## src/rtl/fwd_source_pipe_pkg.sv

```systemverilog
// Shared widths and the pipeline stage record for the forwarding-source pipe.
package fwd_source_pipe_pkg;

  localparam int DBITS_DEFAULT   = 32;
  localparam int REG_IDX_DEFAULT = 4;
  localparam int CNT_DEFAULT     = 32;

  typedef struct packed {
    logic                       valid;
    logic [DBITS_DEFAULT-1:0]   data;
    logic [REG_IDX_DEFAULT-1:0] rd;
    logic                       wrt_en;
    logic                       is_load;
  } stage_t;

endpackage

```

## src/rtl/fwd_source_pipe_sat_counter.sv

```systemverilog
// Saturating up-counter with synchronous reset; holds at all-ones instead of wrapping.
module sat_counter #(
  parameter int WIDTH = 32
) (
  input  logic             clk,
  input  logic             reset,
  input  logic             inc_en,
  output logic [WIDTH-1:0] count
);

  localparam logic [WIDTH-1:0] ONE = {{(WIDTH-1){1'b0}}, 1'b1};

  logic [WIDTH-1:0] count_q;
  logic [WIDTH-1:0] count_d;

  always_comb begin
    count_d = count_q;
    if (inc_en && (count_q != {WIDTH{1'b1}})) begin
      count_d = count_q + ONE;
    end
  end

  always_ff @(posedge clk) begin
    if (reset) begin
      count_q <= '0;
    end else begin
      count_q <= count_d;
    end
  end

  assign count = count_q;

endmodule

```

## src/rtl/fwd_source_pipe.sv

```systemverilog
// EX->MEM->WB result pipe feeding the operand forwarding mux; stalls one cycle
// when the consumer needs a value that is still a load address in MEM.
module fwd_source_pipe
  import fwd_source_pipe_pkg::*;
#(
  parameter int DBITS               = DBITS_DEFAULT,
  parameter int REG_INDEX_BIT_WIDTH = REG_IDX_DEFAULT,
  parameter int CNT_BITS            = CNT_DEFAULT
) (
  input  logic                           clk,
  input  logic                           reset,
  input  logic                           exValid,
  input  logic [DBITS-1:0]               exResult,
  input  logic [REG_INDEX_BIT_WIDTH-1:0] exRd,
  input  logic                           exWrtEn,
  input  logic                           exIsLoad,
  input  logic                           flush,
  input  logic [REG_INDEX_BIT_WIDTH-1:0] idRs1,
  input  logic [REG_INDEX_BIT_WIDTH-1:0] idRs2,
  input  logic                           idRs1Used,
  input  logic                           idRs2Used,
  input  logic [DBITS-1:0]               dmemRdata,
  output logic [DBITS-1:0]               memData,
  output logic [REG_INDEX_BIT_WIDTH-1:0] memRd,
  output logic                           memWrtEn,
  output logic                           memIsLoad,
  output logic [DBITS-1:0]               wbData,
  output logic [REG_INDEX_BIT_WIDTH-1:0] wbRd,
  output logic                           wbWrtEn,
  output logic                           loadUseStall,
  output logic [CNT_BITS-1:0]            stallCount
);

  // Same layout as the package stage record, but sized by this instance's parameters.
  typedef struct packed {
    logic                           valid;
    logic [DBITS-1:0]               data;
    logic [REG_INDEX_BIT_WIDTH-1:0] rd;
    logic                           wrt_en;
    logic                           is_load;
  } mem_rec_t;

  mem_rec_t                       mem_q;
  mem_rec_t                       mem_d;
  logic [DBITS-1:0]               wb_data_q;
  logic [DBITS-1:0]               wb_data_d;
  logic [REG_INDEX_BIT_WIDTH-1:0] wb_rd_q;
  logic [REG_INDEX_BIT_WIDTH-1:0] wb_rd_d;
  logic                           wb_wrt_en_q;
  logic                           wb_wrt_en_d;
  logic                           load_use_stall;
  logic                           rs1_hit;
  logic                           rs2_hit;

  // A load in MEM only carries an address, so a matching consumer must wait.
  always_comb begin
    rs1_hit        = idRs1Used && (idRs1 == mem_q.rd);
    rs2_hit        = idRs2Used && (idRs2 == mem_q.rd);
    load_use_stall = mem_q.valid && mem_q.is_load && mem_q.wrt_en && (rs1_hit || rs2_hit);
  end

  always_comb begin
    mem_d = '0;
    if (!(load_use_stall || flush)) begin
      mem_d.valid   = exValid;
      mem_d.data    = exResult;
      mem_d.rd      = exRd;
      mem_d.wrt_en  = exWrtEn;
      mem_d.is_load = exIsLoad;
    end
  end

  always_comb begin
    wb_wrt_en_d = mem_q.valid && mem_q.wrt_en;
    wb_rd_d     = mem_q.rd;
    wb_data_d   = mem_q.is_load ? dmemRdata : mem_q.data;
  end

  always_ff @(posedge clk) begin
    if (reset) begin
      mem_q       <= '0;
      wb_data_q   <= '0;
      wb_rd_q     <= '0;
      wb_wrt_en_q <= 1'b0;
    end else begin
      mem_q       <= mem_d;
      wb_data_q   <= wb_data_d;
      wb_rd_q     <= wb_rd_d;
      wb_wrt_en_q <= wb_wrt_en_d;
    end
  end

  sat_counter #(
    .WIDTH (CNT_BITS)
  ) u_stall_counter (
    .clk    (clk),
    .reset  (reset),
    .inc_en (load_use_stall),
    .count  (stallCount)
  );

  assign memData      = mem_q.data;
  assign memRd        = mem_q.rd;
  assign memWrtEn     = mem_q.valid && mem_q.wrt_en && !mem_q.is_load;
  assign memIsLoad    = mem_q.valid && mem_q.is_load;
  assign wbData       = wb_data_q;
  assign wbRd         = wb_rd_q;
  assign wbWrtEn      = wb_wrt_en_q;
  assign loadUseStall = load_use_stall;

endmodule
```

## config.mk

```make
export PLATFORM = sky130hd
export DESIGN_NAME = fwd_source_pipe
export DESIGN_NICKNAME = d
export VERILOG_FILES = /design/src/rtl/fwd_source_pipe_pkg.sv /design/src/rtl/fwd_source_pipe_sat_counter.sv /design/src/rtl/fwd_source_pipe.sv
export SDC_FILE = /design/constraint.sdc
export NUM_CORES = 1
export LEC_CHECK = 0
export ABC_AREA = 1
export BUFFER_PORTS_ARGS = -buffer_cell sky130_fd_sc_hd__buf_4
export CORE_ASPECT_RATIO = 0.8
export CORE_UTILIZATION = 53
export CTS_CLUSTER_DIAMETER = 120
export DETAILED_ROUTE_END_ITERATION = 7
export PLACE_DENSITY = 0.95
export SETUP_SLACK_MARGIN = 0.4
export SYNTH_ARGS = -nofsm -noshare
export SYNTH_HDL_FRONTEND = slang
export SYNTH_SLANG_ARGS = --single-unit
```

## constraint.sdc

```tcl
create_clock -name clk -period 2.3 [get_ports clk]
set_input_delay 0.115 -clock clk [delete_from_list [all_inputs] [get_ports clk]]
set_output_delay 0.115 -clock clk [all_outputs]
set_load 0.01 [all_outputs]
```

==> impl_metrics.csv <==
group,metric,value,unit
critical_path,worst_setup_path_end_kind,"primary output",
timing,setup_tns,0,ns
detailed_routing,ant_nets,0,
clocking,clk_latency,0.35,ns
clocking,cts_buffer_depth,2,
critical_path,critPathBufInv,3,
critical_path,cp.arrival,1.68,ns
detailed_routing,drt_iter0_markers,527,
critical_path,cpMaxStageDelayCell,"dfxtp_1",
worst_hold_path,min_from,"dmemRdata[6]",
grt,globalRoute.totalOverflow,0,
synthesis,synth-edff-count,0,
critical_path,reg2reg_depth,10,
place,dpl.hpwl,9973,um
worst_hold_path,min_to,"wbData[6]$_SDFF_PP0_",
place,gp_congestion,0.9754,
run_status,run_status,"finished clean",
timing,worst_clock_skew,0.01169,ns
grt,grt_pass1_wl,25060,um
detailed_routing,drc,0,
synthesis,yosys_warnings,0,
floorplanning,die-area,0.009877,mm2
power,p_leak,0.003689,uW
clocking,clk_pin_slew,0.08,ns
synthesis,synth_cells,753,
critical_path,critical_path.max_fanout,4,
critical_path,cp_common_cell,"nand2_1",
synthesis,avgSynthCellArea,6.673,um2
timing,hold_viol_final,0,
grt,grt_max_degree,41,
timing,slew_viol_final,0,
power,power_density,567.9,mW/mm2
clocking,htree_levels,3,
synthesis,synth_cell_type_count,28,
grt,met3_usage,7.525,%
clocking,numCtsBuffers,9,
floorplanning,io_pins,192,
place,placed_cells,1005,
critical_path,crit_chain,"inv_1, nand2_1, nand2_1, nor2_1, nand3_1, nand2_4, nand2_1, inv_1, buf_4",
worst_hold_path,hold_path_class,"input port to register",
grt,grt_use_met2,56.24,%
finish,layoutNonFillerInstCount,1086,
synthesis,synth_seq_cells,108,
finish,drive_gt1_share,25.49,%
critical_path,crit_family,"simple AND/OR/NAND/NOR gates",
worst_hold_path,whs_path_depth,3,
grt,antenna_found_initial,2,
timing,min_period,1.797,ns
flow_run,drv_cap,0,
critical_path,r2r_start,"memRd[1]$_SDFF_PP0_",
critical_path,crit_required,2.18,ns
grt,grt.total_usage,32.88,%
clocking,clock-root-buffer,"clkbuf_16",
timing,worst_pin_slew,1.151,ns
synthesis,synth_area,0.005025,mm2
finish,syn_to_final_growth,45.57,%
floorplanning,initial_core_util,55.13,%
critical_path,slowest_delay,0.41,ns
finish,nets,1049,
grt,grtUsageMet1,38.77,%
detailed_routing,vias,5534,
timing,slew_headroom,23.19,%
detailed_routing,drtPass1Iterations,5,
timing,max_freq,0.5566,GHz
floorplanning,chipWidth,110.9,um
floorplanning,design.core.area,0.009115,mm2
timing,rsz0062_at_grt,"yes",
grt,grt_pass1_vias,5038,
critical_path,critPathLaunchType,"register",
synthesis,async_reset_ff_share,0,%
floorplanning,rows,31,
grt,top_usage_layer,"met2",
floorplanning,fp.dieH,89.09,um
synthesis,syn-num-nets,838,
synthesis,synth-seq-area-share,43.03,%
power,peakVddDrop,0.6474,mV
synthesis,synth_ff_type,"dfxtp_1",
clocking,cts_tree,"built",
detailed_routing,drt_wl_total,17380,um
clocking,clock_sinks,108,
detailed_routing,viasPerCell,5.096,
critical_path,criticalPathCategory,"register to primary output",
detailed_routing,wl_per_cell,16.01,um
critical_path,r2r-end,"u_stall_counter.count[27]$_SDFFE_PP0P_",
timing,fin_crit_sh,78.12,%
timing,setup_violations,0,
critical_path,r2r_slack,0.52,ns
place,port_buffers,191,
==> per-stage QoR <==
| step | hold slack (ns) | utilization (%) | total power (uW) | setup WS (ns) | cell area [um2] |
|---|---|---|---|---|---|
| 6_report | 0.0008512 | 80.25 | 4154 | 0.5032 | 7315 |
| 5_1_grt | 0.007068 | 80.25 | 4290 | 0.3802 | 7315 |
| 4_1_cts | 0.0005344 | 78.90 | 4114 | 0.3526 | 7192 |
| 3_5_place_dp | 0.3368 | 68.85 | 2354 | 0.2693 | 6276 |
| 3_3_place_gp | 0.3279 | 68.85 | 2341 | 0.3308 | 6276 |
| 2_1_floorplan | 0.2272 | - | 2158 | 0.6780 | 5025 |
==> synth_stat cells, types with 3 or more instances <==
cell type	n	area share, %
nor2_1	206	15
nand2_1	160	12
nor3_1	3	0.30
o21ai_0	34	3.4
nand2_2	4	0.50
inv_1	109	8.1
buf_2	5	0.50
dfxtp_1	108	43
nand3_1	17	1.7
o21ai_1	5	0.50
o21bai_1	6	0.90
xor2_1	10	1.7
buf_4	41	6.1
nand4_1	14	1.7
clkbuf_1	12	0.90
==> what timing repair did <==
action | 4_1_cts | 5_1_grt
buffers inserted | 0 | 2
hold endpoints to repair | 55 | 0
hold buffers | 55 | 0
cloned | 2 | 4
resized for setup | 2 | 16
setup endpoints to repair | 31 | 72
pin swaps | 1 | 3
==> area by class of cell <==
cell class	count	area, um2
flip-flops and latches	108	2167
multi-input cells	479	2162
repair buffers	255	2090
fillers	547	1800
inverters	111	416.7
clock buffers	9	225.2
well taps	115	143.9
clock inverters	7	105.1
diodes	2	5.005
==> sequential cells by signal, summed over array words and instances, names as in the netlist <==
name and flops:
mem_q 3, memRd 4, memData 32, wbWrtEn 1
u_stall_counter.count 32, wbData 32, wbRd 4
==> where the power goes <==
| group | internal, uW | leakage (uW) | switching, uW | total [uW] |
|---|---|---|---|---|
| combinational | 263 | 0.00265 | 211 | 475 |
| sequential | 1920 | 0.000883 | 29.7 | 1950 |
| clock | 975 | 0.000159 | 750 | 1720 |
| total | 3160 | 0.00369 | 991 | 4150 |
==> cells by family after synthesis <==
group,share of synthesized area (%)
XOR/XNOR,2.092
AO/OA/AOI/OAI,4.980
buffers and inverters,16.33
adder cells (fa/ha/maj),0.2490
AND/OR/NAND/NOR,33.32
flip-flops,43.03
==> worst reg2reg max path, cell delays in order, from the launching register on <==
cell and delay, ns:
dfxtp_1 0.41, inv_1 0.11, nand2_1 0.09, nand2_1 0.05
nor2_1 0.09, nand3_1 0.16, nand2_4 0.14, buf_12 0.14
nand3_4 0.19, o21ai_1 0.21, nor2_1 0.05
==> worst max-delay path by stage <==
stage | from | endpoint | slack (ns) | cells after the start
after global placement | u_stall_counter.count[0]$_SDFFE_PP0P_ | u_stall_counter.count[26]$_SDFFE_PP0P_ | 0.33 | 9
after CTS | u_stall_counter.count[1]$_SDFFE_PP0P_ | u_stall_counter.count[14]$_SDFFE_PP0P_ | 0.35 | 10
after floorplan | u_stall_counter.count[1]$_SDFFE_PP0P_ | u_stall_counter.count[11]$_SDFFE_PP0P_ | 0.68 | 11
after global routing | memRd[1]$_SDFF_PP0_ | loadUseStall | 0.38 | 9
final | memRd[1]$_SDFF_PP0_ | loadUseStall | 0.50 | 9
after detailed placement | u_stall_counter.count[0]$_SDFFE_PP0P_ | u_stall_counter.count[26]$_SDFFE_PP0P_ | 0.27 | 9
==> layer usage <==
layer	share of wire [%]	wire [um]	up-vias
li1	-	-	2654
met1	37	6497	2493
met2	50	8645	313
met3	8.2	1421	74
met4	4.7	818	0
met5	0	0	-
==> placed cells by master (no fill, tap or decap), drive strengths merged, types with 2 or more instances in the layout <==
cell / instances
a21oi: 2
buf: 200
bufinv: 2
clkbuf: 9
dfxtp: 108
diode: 2
dlygate4sd3: 55
inv: 115
nand2: 166
nand3: 24
nand4: 14
nor2: 210
nor3: 3
o21ai: 39
o21bai: 6
xnor2: 2
xor2: 10
No activity file was read; power rests on OpenSTA's default activity.
